## src/rtl/multicycle_fsm.sv

```systemverilog
// Multicycle RISC-V control unit: sequences fetch, decode, execute, memory and
// writeback states and waits on a shared memory that may take several cycles.
module multicycle_fsm (
   input  logic       clk,
   input  logic       reset,
   input  logic [6:0] op,
   input  logic [2:0] funct3,
   input  logic       funct7b5,
   input  logic       Zero,
   input  logic       MemReady,
   output logic       PCWrite,
   output logic       AdrSrc,
   output logic       MemWrite,
   output logic       IRWrite,
   output logic       RegWrite,
   output logic [1:0] ResultSrc,
   output logic [1:0] ALUSrcA,
   output logic [1:0] ALUSrcB,
   output logic [2:0] ImmSrc,
   output logic [3:0] ALUControl,
   output logic       Illegal,
   output logic [3:0] state
);

   localparam logic [3:0] FETCH    = 4'd0;
   localparam logic [3:0] DECODE   = 4'd1;
   localparam logic [3:0] MEMADR   = 4'd2;
   localparam logic [3:0] MEMREAD  = 4'd3;
   localparam logic [3:0] MEMWB    = 4'd4;
   localparam logic [3:0] MEMWRITE = 4'd5;
   localparam logic [3:0] EXECUTER = 4'd6;
   localparam logic [3:0] EXECUTEI = 4'd7;
   localparam logic [3:0] ALUWB    = 4'd8;
   localparam logic [3:0] BRANCH   = 4'd9;
   localparam logic [3:0] JAL      = 4'd10;

   localparam logic [6:0] OP_LW  = 7'b0000011;
   localparam logic [6:0] OP_SW  = 7'b0100011;
   localparam logic [6:0] OP_R   = 7'b0110011;
   localparam logic [6:0] OP_I   = 7'b0010011;
   localparam logic [6:0] OP_BR  = 7'b1100011;
   localparam logic [6:0] OP_JAL = 7'b1101111;

   logic [3:0] state_next;

   function automatic logic [3:0] alu_dec(input logic [2:0] f3, input logic op5, input logic f7);
      logic [3:0] r;
      case (f3)
         3'b000:  r = (op5 & f7) ? 4'b0001 : 4'b0000;
         3'b001:  r = 4'b0110;
         3'b010:  r = 4'b0101;
         3'b100:  r = 4'b0100;
         3'b101:  r = f7 ? 4'b1000 : 4'b0111;
         3'b110:  r = 4'b0011;
         3'b111:  r = 4'b0010;
         default: r = 4'b0000;
      endcase
      return r;
   endfunction

   always_ff @(posedge clk or posedge reset) begin
      if (reset) state <= FETCH;
      else       state <= state_next;
   end

   always_comb begin
      state_next = FETCH;
      case (state)
         FETCH:    state_next = MemReady ? DECODE : FETCH;
         DECODE: begin
            case (op)
               OP_LW, OP_SW: state_next = MEMADR;
               OP_R:         state_next = EXECUTER;
               OP_I:         state_next = EXECUTEI;
               OP_BR:        state_next = BRANCH;
               OP_JAL:       state_next = JAL;
               default:      state_next = FETCH;
            endcase
         end
         MEMADR:   state_next = (op == OP_LW) ? MEMREAD : MEMWRITE;
         MEMREAD:  state_next = MemReady ? MEMWB : MEMREAD;
         MEMWB:    state_next = FETCH;
         MEMWRITE: state_next = MemReady ? FETCH : MEMWRITE;
         EXECUTER: state_next = ALUWB;
         EXECUTEI: state_next = ALUWB;
         ALUWB:    state_next = FETCH;
         BRANCH:   state_next = FETCH;
         JAL:      state_next = ALUWB;
         default:  state_next = FETCH;
      endcase
   end

   always_comb begin
      PCWrite    = 1'b0;
      AdrSrc     = 1'b0;
      MemWrite   = 1'b0;
      IRWrite    = 1'b0;
      RegWrite   = 1'b0;
      ResultSrc  = 2'b00;
      ALUSrcA    = 2'b00;
      ALUSrcB    = 2'b00;
      ALUControl = 4'b0000;
      Illegal    = 1'b0;
      case (op)
         OP_SW:   ImmSrc = 3'b001;
         OP_BR:   ImmSrc = 3'b010;
         OP_JAL:  ImmSrc = 3'b011;
         default: ImmSrc = 3'b000;
      endcase
      case (state)
         FETCH: begin
            ALUSrcB   = 2'b10;
            ResultSrc = 2'b10;
            IRWrite   = MemReady;
            PCWrite   = MemReady;
         end
         DECODE: begin
            ALUSrcA = 2'b01;
            ALUSrcB = 2'b01;
            Illegal = !(op inside {OP_LW, OP_SW, OP_R, OP_I, OP_BR, OP_JAL});
         end
         MEMADR: begin
            ALUSrcA = 2'b10;
            ALUSrcB = 2'b01;
         end
         MEMREAD:  AdrSrc = 1'b1;
         MEMWB: begin
            ResultSrc = 2'b01;
            RegWrite  = 1'b1;
         end
         MEMWRITE: begin
            AdrSrc   = 1'b1;
            MemWrite = 1'b1;
         end
         EXECUTER: begin
            ALUSrcA    = 2'b10;
            ALUControl = alu_dec(funct3, op[5], funct7b5);
         end
         EXECUTEI: begin
            ALUSrcA    = 2'b10;
            ALUSrcB    = 2'b01;
            ALUControl = alu_dec(funct3, op[5], funct7b5);
         end
         ALUWB:    RegWrite = 1'b1;
         BRANCH: begin
            ALUSrcA    = 2'b10;
            ALUControl = 4'b0001;
            PCWrite    = (funct3 == 3'b000) ? Zero : (funct3 == 3'b001) ? ~Zero : 1'b0;
         end
         JAL: begin
            ALUSrcA = 2'b01;
            ALUSrcB = 2'b10;
            PCWrite = 1'b1;
         end
         default: ;
      endcase
      // Write strobes must be quiet for the whole reset interval, even in FETCH with MemReady high.
      if (reset) begin
         PCWrite  = 1'b0;
         IRWrite  = 1'b0;
         RegWrite = 1'b0;
         MemWrite = 1'b0;
         Illegal  = 1'b0;
      end
   end

endmodule

```

## config.mk

```make
export PLATFORM = sky130hd
export DESIGN_NAME = multicycle_fsm
export DESIGN_NICKNAME = d
export VERILOG_FILES = /design/src/rtl/multicycle_fsm.sv
export SDC_FILE = /design/constraint.sdc
export NUM_CORES = 1
export LEC_CHECK = 0
export BUFFER_PORTS_ARGS = -buffer_cell sky130_fd_sc_hd__clkbuf_2
export CELL_PAD_IN_SITES_DETAIL_PLACEMENT = 0
export CELL_PAD_IN_SITES_GLOBAL_PLACEMENT = 1
export CORE_MARGIN = 4
export CORE_UTILIZATION = 27
export CTS_CLUSTER_SIZE = 10
export DETAILED_ROUTE_END_ITERATION = 6
export GPL_TIMING_DRIVEN = 0
export PLACE_DENSITY_LB_ADDON = 0.1
export SLEW_MARGIN = 10
export SYNTH_ARGS = -nofsm -noshare
export SYNTH_HDL_FRONTEND = slang
export SYNTH_SLANG_ARGS = --single-unit
```

## constraint.sdc

```tcl
create_clock -name clk -period 1.24 [get_ports clk]
set_input_delay 0.248 -clock clk [delete_from_list [all_inputs] [get_ports clk]]
set_output_delay 0.248 -clock clk [all_outputs]
set_load 0.05 [all_outputs]
```

==> flow_summary_export.csv, run 1 <==
group,metric,value,unit
outcome,outcome,"finished, violations left",
outcome,failed_checks,"negative setup slack",
final_layout,largest_reg_flops,4,
floorplan,boundary_pin_count,38,
power,internal-power,0.0005375,W
final_layout,top_regs,"state: 4 flops",
routing,detailedRoute.firstPassIterationCount,4,
timing,report.final.slew_viol_count,0,
worst_setup_path,critPathCaptureType,"primary output",
clock_network,ctsHoldBuffers,0,
worst_setup_path,crit_path_arrival_time,1.52,ns
timing,fmax,0.5655,GHz
synth,synth_async_sr_flop_share,100.0,%
floorplan,dieHeight,60.11,um
floorplan,die-area,0.003613,sq mm
clock_network,clkLatencyLatePin,0.23,ns
synth,cell_area_synth,733.2,sq um
global_routing,gr-usage-all-layers,17.40,%
floorplan,core_area,0.002522,sq mm
synth,sequential_share_of_the_synthesized_area,13.65,%
global_routing,first_pass_grt_wire_length,4767,um
synth,yosys_most_used_dff,"dfrtp_1",
power,fin_total_pwr,0.0009381,W
global_routing,grt_overflow,0,
global_routing,number_of_global_route_vias_before_repair,1001,
synth,postSynthCellCount,97,
placed_design,port_buffers,35,
timing,timing.hold.ws,0.009724,ns
worst_setup_path,worstSetupPathType,"reg -> out",
timing,final.setup_skew,0.006694,ns
final_layout,design.final.nets,193,
routing,dr_total_vias,1010,
floorplan,start_util,29.07,%
power,power_switching,0.0004005,W
timing,final_critical_path_required_period,1.768,ns
hold_path,hold_class,"in -> async",
worst_setup_path,worst-path-max-fanout,7,
placed_design,place.detailed.instances,162,
synth,synth_cell_type_count,46,
timing,setup_repair_after_global_routing_missed_its_margin,"true",
routing,drtAntennaViolNets,0,
synth,yosys_warns,0,
routing,drt_iter0_drc,20,
global_routing,antenna_violations_before_repair,0,
placed_design,place_hpwl,1811,um
clock_network,numCtsBuffers,3,
routing,drcViolationCount,0,
floorplan,core.rowCount,18,
worst_setup_path,timing.critical_path.required,0.99,ns
routing,via_per_inst,4.903,
final_layout,multi_input_area,834.6,sq um
final_layout,fin_cells,206,
power,comb_power_share,67.1,%
synth,number_of_synthesized_flops_with_an_enable_pin,0,
timing,report.final.hold_viol_count,0,
placed_design,place_congestion,0.7613,
synth,syn_avg_cell_area,7.559,sq um
routing,post_drt_wl_per_cell,14.81,um
power,power-per-cell-area,491.6,mW/mm^2
timing,final.setup.worst_slack,-0.5285,ns
final_layout,mostFrequentLayoutCell,"buf_4",
flow_run,max_cap_violations,0,
timing,final.period_utilization,142.6,%
worst_setup_path,worst_setup_path_start_kind,"register",
clock_network,cts.clk_slew.worst_paths,0.04,ns
final_layout,sequential_cell_area,105.1,sq um
final_layout,fillerInstances,176,
clock_network,tritoncts,"done",
global_routing,grt_start_max_net_pins,9,
final_layout,layout-area-overhead-vs-synth,160.2,%
final_layout,post-route-util,75.64,%
final_layout,layout_common_cells,"28 x buf_4, 17 x buf_8, 16 x buf_6",
clock_network,cts-htree-levels,1,
final_layout,max_flop_register,"state",
clock_network,cts_num_sinks,4,
clock_network,clk_path_buf_depth,2,
power,vdd_drop_max,0.4178,mV
power,p_sw_share,42.70,%
synth,syn_nets,112,
floorplan,die_w,60.11,um
routing,routed_wl,3050,um
final_layout,insertedDiodeCount,0,
synth,post_synthesis_sequential_element_count,4,
power,cellLeakagePower,0.8767,nW
final_layout,final_layout_size_suffix_gt1_share,75.57,%
power,power_frac_seq,15.7,%
timing,finalSetupViolations,22,
clock_network,ctsRootBufferMaster,"clkbuf_4",
power,clock_power_share,17.2,%
## critical path, stage by stage (launching register included)
cell       delay [ns]
dfrtp_2          0.44
buf_8            0.16
nor4_4           0.30
and3_4           0.24
clkbuf_16        0.16
## layer usage
layer  GRT usage [%]  routed length, um  up-vias  share of wire, %
li1                -                  -      511                 -
met3          0.8639                123        0               4.0
met4           5.696                  0        0                 0
met1           21.28               1242      472                41
met2           31.94               1684       27                55
met5               0                  0        -                 0
## power by group through the flow
stage	Clock, W	Sequential, W	Combinational (W)
4_1_cts	0.000160	0.000147	0.000578
3_3_place_gp	0	0.000147	0.000422
6_report	0.000161	0.000147	0.000630
5_1_grt	0.000178	0.000148	0.000662
3_5_place_dp	0	0.000147	0.000424
2_1_floorplan	0	0.000166	0.000305
## repair_timing
item | in CTS | in global routing
endpoints found under the setup margin | 19 | 23
buffers inserted | 32 | 10
pin swaps | 10 | 9
gates resized for setup | 69 | 33
## final timing paths
check,slack (ns),endpoint,depth (start not counted),startpoint
worst max-delay path,-0.53,IRWrite,4,state[3]
worst min-delay path,0.01,state[1],2,reset
worst max register to register,-0.20,state[2],6,state[3]
worst min register to register,0.67,state[0],2,state[3]
max in group asynchronous,0.98,state[0],2,reset
min in group clk,0.30,state[2],3,op[4]
## final cells by class
| cell class | instances | area share (%) |
|---|---|---|
| timing repair buffer | 76 | 40.98 |
| inverter | 7 | 1.377 |
| sequential | 4 | 5.508 |
| multi-input combinational | 78 | 43.74 |
| buffer | 8 | 5.246 |
| clock buffer | 3 | 1.180 |
| tap | 30 | 1.967 |
## per-stage QoR
stage | worst slack [ns] | TNS [ns] | instance area [sq um]
detailed placement | -0.4700 | -5.234 | 1164
global placement | -0.4658 | -5.265 | 1164
CTS | -0.5303 | -7.861 | 1744
global route | -0.5961 | -9.446 | 1908
finish | -0.5285 | -8.056 | 1908
floorplan | -0.8422 | -6.946 | 950.9
## kinds of logic (layout without fill, tap and decap cells)
logic type	count (synthesis)	in the layout	synth area share [%]
flip-flops	4	4	13.65
AND/OR/NAND/NOR	53	53	48.12
other	1	1	0.5115
XOR/XNOR	4	4	4.779
buffers and inverters	15	94	11.77
AO/OA/AOI/OAI	20	20	21.16
## cells in the mapped netlist (all sizes together), types with 2 or more instances
cell	number	area, sq um
nand2b	3	18.77
nor3b	3	27.52
inv	7	26.28
or3	2	12.51
xor2	2	17.52
a31oi	2	12.51
a21oi	4	20.02
nand2	7	26.28
buf	8	60.05
and3	2	12.51
nand3b	4	42.54
and3b	2	18.77
nor2b	6	45.04
nor3	5	25.02
xnor2	2	17.52
dfrtp	4	100.1
nand3	4	20.02
a211oi	2	20.02
o211ai	2	15.01
nor4	2	18.77
o21ai	2	10.00
nor2	7	26.28
Note: power is estimated with default switching activity, not from simulation.
==> inputs of run 2 (changes only) <==
--- a/config.mk
+++ b/config.mk
@@ -13,7 +13,8 @@
 export CTS_CLUSTER_SIZE = 10
 export DETAILED_ROUTE_END_ITERATION = 6
 export GPL_TIMING_DRIVEN = 0
-export PLACE_DENSITY_LB_ADDON = 0.1
+export PLACE_DENSITY = 0.83
+export RECOVER_POWER = 50
 export SLEW_MARGIN = 10
 export SYNTH_ARGS = -nofsm -noshare
 export SYNTH_HDL_FRONTEND = slang
==> flow_summary_export.csv, run 2 (synthesized netlist as in run 1, its figures left out) <==
group,metric,value,unit
outcome,outcome,"finished, violations left",
outcome,failed_checks,"negative setup slack",
placed_design,port_buffers,35,
clock_network,cts.clk_slew.worst_paths,0.04,ns
timing,final.period_utilization,146.3,%
timing,report.final.slew_viol_count,0,
timing,final_critical_path_required_period,1.814,ns
power,power-per-cell-area,500.1,mW/mm^2
hold_path,hold_class,"in -> async",
floorplan,dieHeight,60.11,um
worst_setup_path,crit_path_arrival_time,1.57,ns
clock_network,ctsHoldBuffers,0,
routing,detailedRoute.firstPassIterationCount,4,
global_routing,grt_overflow,0,
global_routing,first_pass_grt_wire_length,5375,um
final_layout,top_regs,"state: 4 flops",
global_routing,antenna_violations_before_repair,0,
clock_network,ctsRootBufferMaster,"clkbuf_4",
final_layout,layout_common_cells,"29 x buf_4, 17 x buf_8, 14 x buf_6",
final_layout,final_layout_size_suffix_gt1_share,77.27,%
routing,drtAntennaViolNets,0,
clock_network,cts_num_sinks,4,
routing,drt_iter0_drc,65,
floorplan,die-area,0.003613,sq mm
power,cellLeakagePower,0.8976,nW
routing,post_drt_wl_per_cell,18.79,um
routing,drcViolationCount,0,
power,vdd_drop_max,0.6234,mV
clock_network,clk_path_buf_depth,2,
timing,finalSetupViolations,25,
floorplan,core_area,0.002522,sq mm
clock_network,numCtsBuffers,3,
floorplan,start_util,29.07,%
clock_network,cts-htree-levels,1,
routing,routed_wl,3870,um
routing,dr_total_vias,1118,
final_layout,insertedDiodeCount,0,
clock_network,clkLatencyLatePin,0.24,ns
placed_design,place_ws,-0.4765,ns
timing,total_negative_setup_slack,-9.374,ns
final_layout,fillerInstances,136,
timing,setup_repair_after_global_routing_missed_its_margin,"true",
timing,report.final.hold_viol_count,0,
final_layout,design.final.nets,193,
clock_network,tritoncts,"done",
worst_setup_path,critPathCaptureType,"primary output",
routing,via_per_inst,5.427,
flow_run,max_cap_violations,0,
final_layout,max_flop_register,"state",
final_layout,mostFrequentLayoutCell,"buf_4",
final_layout,post-route-util,79.76,%
worst_setup_path,timing.critical_path.required,0.99,ns
worst_setup_path,worst-path-max-fanout,4,
final_layout,layout-area-overhead-vs-synth,174.4,%
timing,final.setup.worst_slack,-0.5744,ns
global_routing,gr-usage-all-layers,19.99,%
placed_design,place_congestion,0.7520,
timing,final.setup_skew,0.008630,ns
floorplan,boundary_pin_count,38,
floorplan,core.rowCount,18,
timing,fmax,0.5511,GHz
global_routing,number_of_global_route_vias_before_repair,1136,
worst_setup_path,worst_setup_path_start_kind,"register",
global_routing,grt_start_max_net_pins,9,
placed_design,place_hpwl,1791,um
final_layout,largest_reg_flops,4,
timing,timing.hold.ws,0.06472,ns
worst_setup_path,worstSetupPathType,"reg -> out",
floorplan,die_w,60.11,um
run 2: worst max-delay path: stages (launching register included):
cell       delay [ns]
dfrtp_2          0.44
nand3b_4         0.20
or3_4            0.41
nand3_4          0.10
clkbuf_16        0.16
run 2: path summary, 6_finish.rpt:
| path | start | endpoint | slack (ns) | depth (start not counted) |
|---|---|---|---|---|
| min reg2reg | state[3] | state[2] | 0.80 | 2 |
| max reg2reg | state[2] | state[1] | -0.41 | 5 |
| max in group asynchronous | reset | state[0] | 0.90 | 2 |
| min | reset | state[1] | 0.06 | 2 |
| min in group clk | op[4] | state[2] | 0.33 | 3 |
| max | state[3] | ALUControl[0] | -0.57 | 4 |
run 2: area by class of cell:
type	count	area [sq um]	area share [%]
Buffer	8	108.9	5.410
Tap cell	30	37.54	1.866
Inverter	7	26.28	1.306
Sequential cell	4	105.1	5.224
Timing Repair Buffer	76	830.8	41.29
Clock buffer	3	22.52	1.119
Multi-Input combinational cell	78	880.8	43.78
run 2: stage by stage:
step           total power [W]  cells  instance area, sq um
3_3_place_gp         0.0005650    162                  1164
6_report              0.001006    206                  2012
4_1_cts              0.0009228    198                  1858
5_1_grt               0.001056    206                  2012
3_5_place_dp         0.0005693    162                  1164
2_1_floorplan        0.0004710     97                 950.9
run 2: per-layer routing:
layer | vias up | part of all wire, % | track usage [%]
li1 | 516 | - | -
met2 | 53 | 53 | 35.19
met5 | - | 0 | 0
met1 | 531 | 38 | 22.92
met4 | 0 | 4.1 | 11.39
met3 | 18 | 4.5 | 2.376
run 2: repair_timing:
action	CTS	global route
pin swaps	11	12
gates resized for setup	80	32
cloned	1	0
hold endpoints to repair	0	0
setup buffers	32	8
endpoints found under the setup margin	20	25
run 2: report_power, final:
group          internal (W)  switching, W
registers          0.000138    0.00000785
logic              0.000330      0.000362
clock network      0.000109     0.0000594
total              0.000577      0.000429
